===== src/rtl/panel_link_decoder.sv =====
// Receive-side decoder and monitor for the LED panel link (LP_CLK/LATCH/NOE/ROW/SDI).
// Define PANEL_LINK_CHECK_EN to build the sticky protocol checker driving proto_err.
module panel_link_decoder #(
  parameter int unsigned NUM_COLS = 64,
  parameter int unsigned LANES    = 3,
  parameter int unsigned ON_CNT_W = 16
) (
  input  logic                      clk,
  input  logic                      rst,
  input  logic                      tick_en,
  input  logic                      lp_clk,
  input  logic                      latch,
  input  logic                      noe,
  input  logic [4:0]                row,
  input  logic [LANES-1:0]          sdi,
  output logic [LANES*NUM_COLS-1:0] row_data,
  output logic                      data_latched,
  output logic                      cfg1_wr,
  output logic                      cfg2_wr,
  output logic [LANES*16-1:0]       cfg_data,
  output logic                      bad_cmd,
  output logic                      on_valid,
  output logic [ON_CNT_W-1:0]       on_time,
  output logic [4:0]                on_row,
  output logic                      proto_err
);

  localparam int unsigned SyncW = 8 + LANES;
  // Bit 2 is noe, which idles high.
  localparam logic [SyncW-1:0] SyncRst = SyncW'(4);

  logic [SyncW-1:0] sync1_q, sync2_q;
  logic [2:0]       prev_q;
  logic             lp_s, latch_s, noe_s;
  logic [4:0]       row_s;
  logic [LANES-1:0] sdi_s;
  logic             lp_rise, latch_rise, latch_fall, noe_rise, noe_fall;

  assign lp_s    = sync2_q[0];
  assign latch_s = sync2_q[1];
  assign noe_s   = sync2_q[2];
  assign row_s   = sync2_q[7:3];
  assign sdi_s   = sync2_q[SyncW-1:8];

  assign lp_rise    = lp_s & ~prev_q[0];
  assign latch_rise = latch_s & ~prev_q[1];
  assign latch_fall = ~latch_s & prev_q[1];
  assign noe_rise   = noe_s & ~prev_q[2];
  assign noe_fall   = ~noe_s & prev_q[2];

  logic [LANES*NUM_COLS-1:0] shift_q, shift_d;
  logic [LANES*16-1:0]       cfg_sh_q, cfg_sh_d;
  logic [7:0]                shift_cnt_q, shift_cnt_d, shift_cnt_inc;
  logic [3:0]                le_cnt_q, le_cnt_d;
  logic [ON_CNT_W-1:0]       win_q, win_d;
  logic [LANES*NUM_COLS-1:0] row_data_q, row_data_d;
  logic [LANES*16-1:0]       cfg_data_q, cfg_data_d;
  logic                      data_latched_q, data_latched_d;
  logic                      cfg1_wr_q, cfg1_wr_d;
  logic                      cfg2_wr_q, cfg2_wr_d;
  logic                      bad_cmd_q, bad_cmd_d;
  logic                      on_valid_q, on_valid_d;
  logic [ON_CNT_W-1:0]       on_time_q, on_time_d;
  logic [4:0]                on_row_q, on_row_d;

  function automatic logic [NUM_COLS-1:0] shl_cols(input logic [NUM_COLS-1:0] v, input logic b);
    logic [NUM_COLS:0] t;
    t = {v, b};
    return t[NUM_COLS-1:0];
  endfunction

  always_comb begin
    shift_d       = shift_q;
    cfg_sh_d      = cfg_sh_q;
    shift_cnt_inc = shift_cnt_q;
    le_cnt_d      = latch_rise ? 4'd0 : le_cnt_q;
    if (lp_rise) begin
      for (int k = 0; k < LANES; k++) begin
        shift_d[k*NUM_COLS +: NUM_COLS] = shl_cols(shift_q[k*NUM_COLS +: NUM_COLS], sdi_s[k]);
        cfg_sh_d[k*16 +: 16]            = {cfg_sh_q[k*16 +: 15], sdi_s[k]};
      end
      shift_cnt_inc = (shift_cnt_q == 8'hFF) ? shift_cnt_q : shift_cnt_q + 8'd1;
      // prev_q[1] keeps an edge that coincides with the latch fall inside the LE window.
      if (latch_s || prev_q[1]) begin
        le_cnt_d = (le_cnt_d == 4'hF) ? le_cnt_d : le_cnt_d + 4'd1;
      end
    end

    shift_cnt_d    = shift_cnt_inc;
    row_data_d     = row_data_q;
    cfg_data_d     = cfg_data_q;
    data_latched_d = 1'b0;
    cfg1_wr_d      = 1'b0;
    cfg2_wr_d      = 1'b0;
    bad_cmd_d      = 1'b0;
    if (latch_fall) begin
      shift_cnt_d = 8'd0;
      case (le_cnt_d)
        4'd3: begin
          row_data_d     = shift_d;
          data_latched_d = 1'b1;
        end
        4'd11: begin
          cfg_data_d = cfg_sh_d;
          cfg1_wr_d  = 1'b1;
        end
        4'd12: begin
          cfg_data_d = cfg_sh_d;
          cfg2_wr_d  = 1'b1;
        end
        default: bad_cmd_d = 1'b1;
      endcase
    end

    win_d      = win_q;
    on_valid_d = 1'b0;
    on_time_d  = on_time_q;
    on_row_d   = on_row_q;
    if (noe_fall) begin
      win_d = '0;
    end else if (!noe_s && tick_en && (win_q != '1)) begin
      win_d = win_q + 1'b1;
    end
    if (noe_rise) begin
      on_time_d  = win_q;
      on_row_d   = row_s;
      on_valid_d = 1'b1;
      win_d      = '0;
    end
  end

  always_ff @(posedge clk or posedge rst) begin
    if (rst) begin
      sync1_q        <= SyncRst;
      sync2_q        <= SyncRst;
      prev_q         <= 3'b100;
      shift_q        <= '0;
      cfg_sh_q       <= '0;
      shift_cnt_q    <= '0;
      le_cnt_q       <= '0;
      win_q          <= '0;
      row_data_q     <= '0;
      cfg_data_q     <= '0;
      data_latched_q <= 1'b0;
      cfg1_wr_q      <= 1'b0;
      cfg2_wr_q      <= 1'b0;
      bad_cmd_q      <= 1'b0;
      on_valid_q     <= 1'b0;
      on_time_q      <= '0;
      on_row_q       <= '0;
    end else begin
      sync1_q        <= {sdi, row, noe, latch, lp_clk};
      sync2_q        <= sync1_q;
      prev_q         <= {noe_s, latch_s, lp_s};
      shift_q        <= shift_d;
      cfg_sh_q       <= cfg_sh_d;
      shift_cnt_q    <= shift_cnt_d;
      le_cnt_q       <= le_cnt_d;
      win_q          <= win_d;
      row_data_q     <= row_data_d;
      cfg_data_q     <= cfg_data_d;
      data_latched_q <= data_latched_d;
      cfg1_wr_q      <= cfg1_wr_d;
      cfg2_wr_q      <= cfg2_wr_d;
      bad_cmd_q      <= bad_cmd_d;
      on_valid_q     <= on_valid_d;
      on_time_q      <= on_time_d;
      on_row_q       <= on_row_d;
    end
  end

`ifdef PANEL_LINK_CHECK_EN
  logic [4:0] row_prev_q;
  logic       proto_q, proto_d;

  always_comb begin
    proto_d = proto_q;
    if (data_latched_d && (shift_cnt_inc != 8'(NUM_COLS))) proto_d = 1'b1;
    if (bad_cmd_d)                                         proto_d = 1'b1;
    if (!noe_s && latch_s)                                 proto_d = 1'b1;
    if (!noe_s && (row_s != row_prev_q))                   proto_d = 1'b1;
  end

  always_ff @(posedge clk or posedge rst) begin
    if (rst) begin
      row_prev_q <= '0;
      proto_q    <= 1'b0;
    end else begin
      row_prev_q <= row_s;
      proto_q    <= proto_d;
    end
  end

  assign proto_err = proto_q;
`else
  assign proto_err = 1'b0;
`endif

  assign row_data     = row_data_q;
  assign data_latched = data_latched_q;
  assign cfg1_wr      = cfg1_wr_q;
  assign cfg2_wr      = cfg2_wr_q;
  assign cfg_data     = cfg_data_q;
  assign bad_cmd      = bad_cmd_q;
  assign on_valid     = on_valid_q;
  assign on_time      = on_time_q;
  assign on_row       = on_row_q;

endmodule


===== config.mk =====
export PLATFORM = sky130hd
export DESIGN_NAME = panel_link_decoder
export DESIGN_NICKNAME = d
export VERILOG_FILES = /design/src/rtl/panel_link_decoder.sv
export SDC_FILE = /design/constraint.sdc
export NUM_CORES = 1
export LEC_CHECK = 0
export ABC_CLOCK_PERIOD_IN_PS = 21400
export CORE_MARGIN = 8
export CORE_UTILIZATION = 50
export CTS_BUF_LIST = sky130_fd_sc_hd__clkbuf_8
export DETAILED_ROUTE_END_ITERATION = 8
export PLACE_DENSITY_LB_ADDON = 0.1
export SLEW_MARGIN = 20
export SYNTH_ARGS = -nofsm -noshare
export SYNTH_HDL_FRONTEND = slang
export SYNTH_SLANG_ARGS = --single-unit

===== constraint.sdc =====
create_clock -name clk -period 21.4 [get_ports clk]
set_clock_uncertainty 0.1 [all_clocks]
set_input_delay 4.28 -clock clk [delete_from_list [all_inputs] [get_ports clk]]
set_output_delay 4.28 -clock clk [all_outputs]
set_load 0.005 [all_outputs]

==> flow_metrics.env <==
export IMPL_gp_congestion=0.769
export IMPL_final_util_pct=62.6
export IMPL_drive_above_1_share_pct=8.45
export IMPL_first_pass_iters=5
export IMPL_die_h_um=219
export IMPL_final_period_utilization_pct=33.7
export IMPL_fin_nets=2427
export IMPL_die_w_um=219
export IMPL_fin_tns_setup_ns=0
export IMPL_cp_max_fo=127
export IMPL_syn_inst=2132
export IMPL_synth_area_sq_um=20700
export IMPL_place_ws_ns=12.98
export IMPL_synth_main_ff_cell="dfrtp_1"
export IMPL_area_growth_pct=23.7
export IMPL_ff2ff_path_depth=7
export IMPL_cp_startpoint="rst"
export IMPL_synth_compound_area_share_pct=0.938
export IMPL_grt_total_usage_pct=19.6
export IMPL_dr_first_iter_drc_count=1065
export IMPL_synthDistinctLibCells=51
export IMPL_avgSynthCellArea_sq_um=9.69
export IMPL_grt_first_pass_wirelength_mm=77.4
export IMPL_reg2reg_to="row_data[138]$_DFFE_PP0P_"
export IMPL_clk_pin_slew_worst_paths_ns=0.06
export IMPL_synth_top_family_by_area="simple AND/OR/NAND/NOR gates"
export IMPL_numCtsBuffers=89
export IMPL_critical_path_required_ns=21.97
export IMPL_drc=0
export IMPL_cts_hold_buf=0
export IMPL_synth_area_leaders="dfrtp_1 (66%), nand2_1 (24%), mux2_2 (2.7%)"
export IMPL_worst_slew_pin_slew_ns=1.12
export IMPL_cts_buffer_depth=3
export IMPL_synth_yosys_seq_area_share_pct=66.7
export IMPL_status="completed"
export IMPL_syn_nets=2149
export IMPL_period_minus_slack_ns=7.21
export IMPL_crit_type="in2async"
export IMPL_synthXorXnorAreaFrac_pct=0.170
export IMPL_vias=14700
export IMPL_ant_nets=0
export IMPL_power_density_nw_per_um2=84.2
export IMPL_rows=74
export IMPL_grt_ovfl_total=0
export IMPL_clock_latency_ns=0.62
export IMPL_post_dp_hpwl_mm=29.0
export IMPL_yosys_warnings=0
export IMPL_holdCritPathClass="reg2reg"
export IMPL_muxShareOfSynthArea_pct=3.90
export IMPL_die_area_sq_um=48100
export IMPL_yosysTopAreaCell="dfrtp_1"
export IMPL_h_tree_depth=3
export IMPL_grt_max_degree=238
export IMPL_layout_commonest_cell="nand2_1"
export IMPL_drv_slew=0
export IMPL_end_kind="asynchronous set/reset pin"
export IMPL_synth_edf_count=0
export IMPL_arrival_ns=7.78
export IMPL_leakagePower_nw=13.8
export IMPL_io_buffer_count=279
export IMPL_ys_ff_latch=551
export IMPL_routed_wirelength_mm=46.5
export IMPL_antennaDiodeCount=0
export IMPL_synth_fa_ha_area_share_pct=0.182
export IMPL_max_freq_mhz=139
export IMPL_grt_pass1_vias=15200
export IMPL_wire_per_inst_um=15.5
export IMPL_postCtsSetupBuffers=0
export IMPL_r2r_start="sync2_q[0]$_DFF_PP0_"
export IMPL_crit_end="row_data[185]$_DFFE_PP0P_"
export IMPL_holdWs_ns=0.250
export IMPL_synth_top_area_share_pct=66.3
export IMPL_cap_violations=0
export IMPL_clock_sinks=551
export IMPL_cts_repair_resized=0
export IMPL_final_cell_mix="nand2_1 (1,296), dfrtp_1 (548), clkdlybuf4s50_1 (279)"
export IMPL_setup_violations=0
export IMPL_core_area_sq_um=40800
export IMPL_slew_limit_headroom_pct=25.0
export IMPL_cts_tree="built"
export IMPL_irDropWorstVdd_v=0.0000417
export IMPL_ioPinCount=281
export IMPL_hold_violations=0
export IMPL_start_kind="primary input"
export IMPL_synthArstFlopShare_pct=100
export IMPL_initial_utilization_pct=50.6
export IMPL_rrSetupSlack_ns=17.66
export IMPL_clock_root_buffer="clkbuf_8"
export IMPL_grt_antenna_before_repair=1
export IMPL_rsz0062_at_grt="no"
export IMPL_viasPerCell=4.89
export IMPL_yosys_area_share_simple_pct=25.2
export IMPL_post_route_worst_setup_slack_ns=14.19
where the power goes:
| part | leakage, nW | internal [mW] | total [mW] | switching (mW) |
|---|---|---|---|---|
| Clock | 1.04 | 0.516 | 0.913 | 0.397 |
| Sequential | 7.56 | 1.09 | 1.12 | 0.0285 |
| Combinational | 5.20 | 0.0421 | 0.119 | 0.0772 |
registers in the layout, indices dropped and copies added (netlist names), 3 cells and up:
name,flops
sync2_q,11
cfg_sh_q,48
win_q,16
le_cnt_q,4
on_row,5
shift_q,192
sync1_q,11
cfg_data,48
prev_q,3
row_data,192
on_time,16
how the worst min path moves through the flow:
| stage | from | endpoint | cells past startpoint |
|---|---|---|---|
| after floorplan | sync1_q[0]$_DFF_PP0_ | sync2_q[0]$_DFF_PP0_ | 0 |
| after global placement | sync1_q[7]$_DFF_PP0_ | sync2_q[7]$_DFF_PP0_ | 0 |
| after detailed placement | sync1_q[3]$_DFF_PP0_ | sync2_q[3]$_DFF_PP0_ | 0 |
| after CTS | sync1_q[3]$_DFF_PP0_ | sync2_q[3]$_DFF_PP0_ | 0 |
| after global routing | sync1_q[9]$_DFF_PP0_ | sync2_q[9]$_DFF_PP0_ | 0 |
| final | sync1_q[3]$_DFF_PP0_ | sync2_q[3]$_DFF_PP0_ | 0 |
metrics by stage:
step | area (sq um) | instances | power [mW]
floorplan | 20700 | 2132 | 1.21
global placement | 23700 | 2851 | 1.26
detailed placement | 23700 | 2851 | 1.26
CTS | 25600 | 3006 | 2.19
global route | 25600 | 3006 | 2.25
finish | 25600 | 3006 | 2.15
synth_stat cells (6+ instances only):
cell type,n
mux2_2,49
inv_1,6
mux2_1,20
clkbuf_1,61
buf_2,22
nor2_1,19
nand2_1,1296
buf_6,11
nor3_1,7
buf_4,8
dfrtp_1,548
o21ai_0,9
kinds of logic (layout without fill, tap and decap cells):
logic type | after synthesis | in the layout
XOR/XNOR | 4 | 4
multiplexers | 72 | 72
flip-flops | 551 | 551
AO/OA/AOI/OAI | 30 | 30
adder cells (fa/ha/maj) | 3 | 3
buffers and inverters | 113 | 455
other | 1 | 1
AND/OR/NAND/NOR | 1358 | 1358
layer usage:
metal	track usage (%)	vias to the layer above	wire [um]
li1	-	7139	-
met1	26.0	7175	20300
met2	31.9	319	22400
met3	4.78	78	2770
met4	5.98	2	1020
met5	0	-	13
worst max-delay path, stage by stage:
cell and delay, ns:
clkdlybuf4s50_1 0.49, inv_8 0.63, buf_4 0.76, buf_4 0.85, buf_6 0.65
layout make-up:
cell class,instances,area [sq um]
inverter,7,38.8
clock inverter,40,254
multi-input combinational,1468,6320
timing repair buffer,293,2920
sequential,551,13800
fill,3426,15300
tap,532,666
clock buffer,115,1580
No activity file was read; power rests on OpenSTA's default activity.
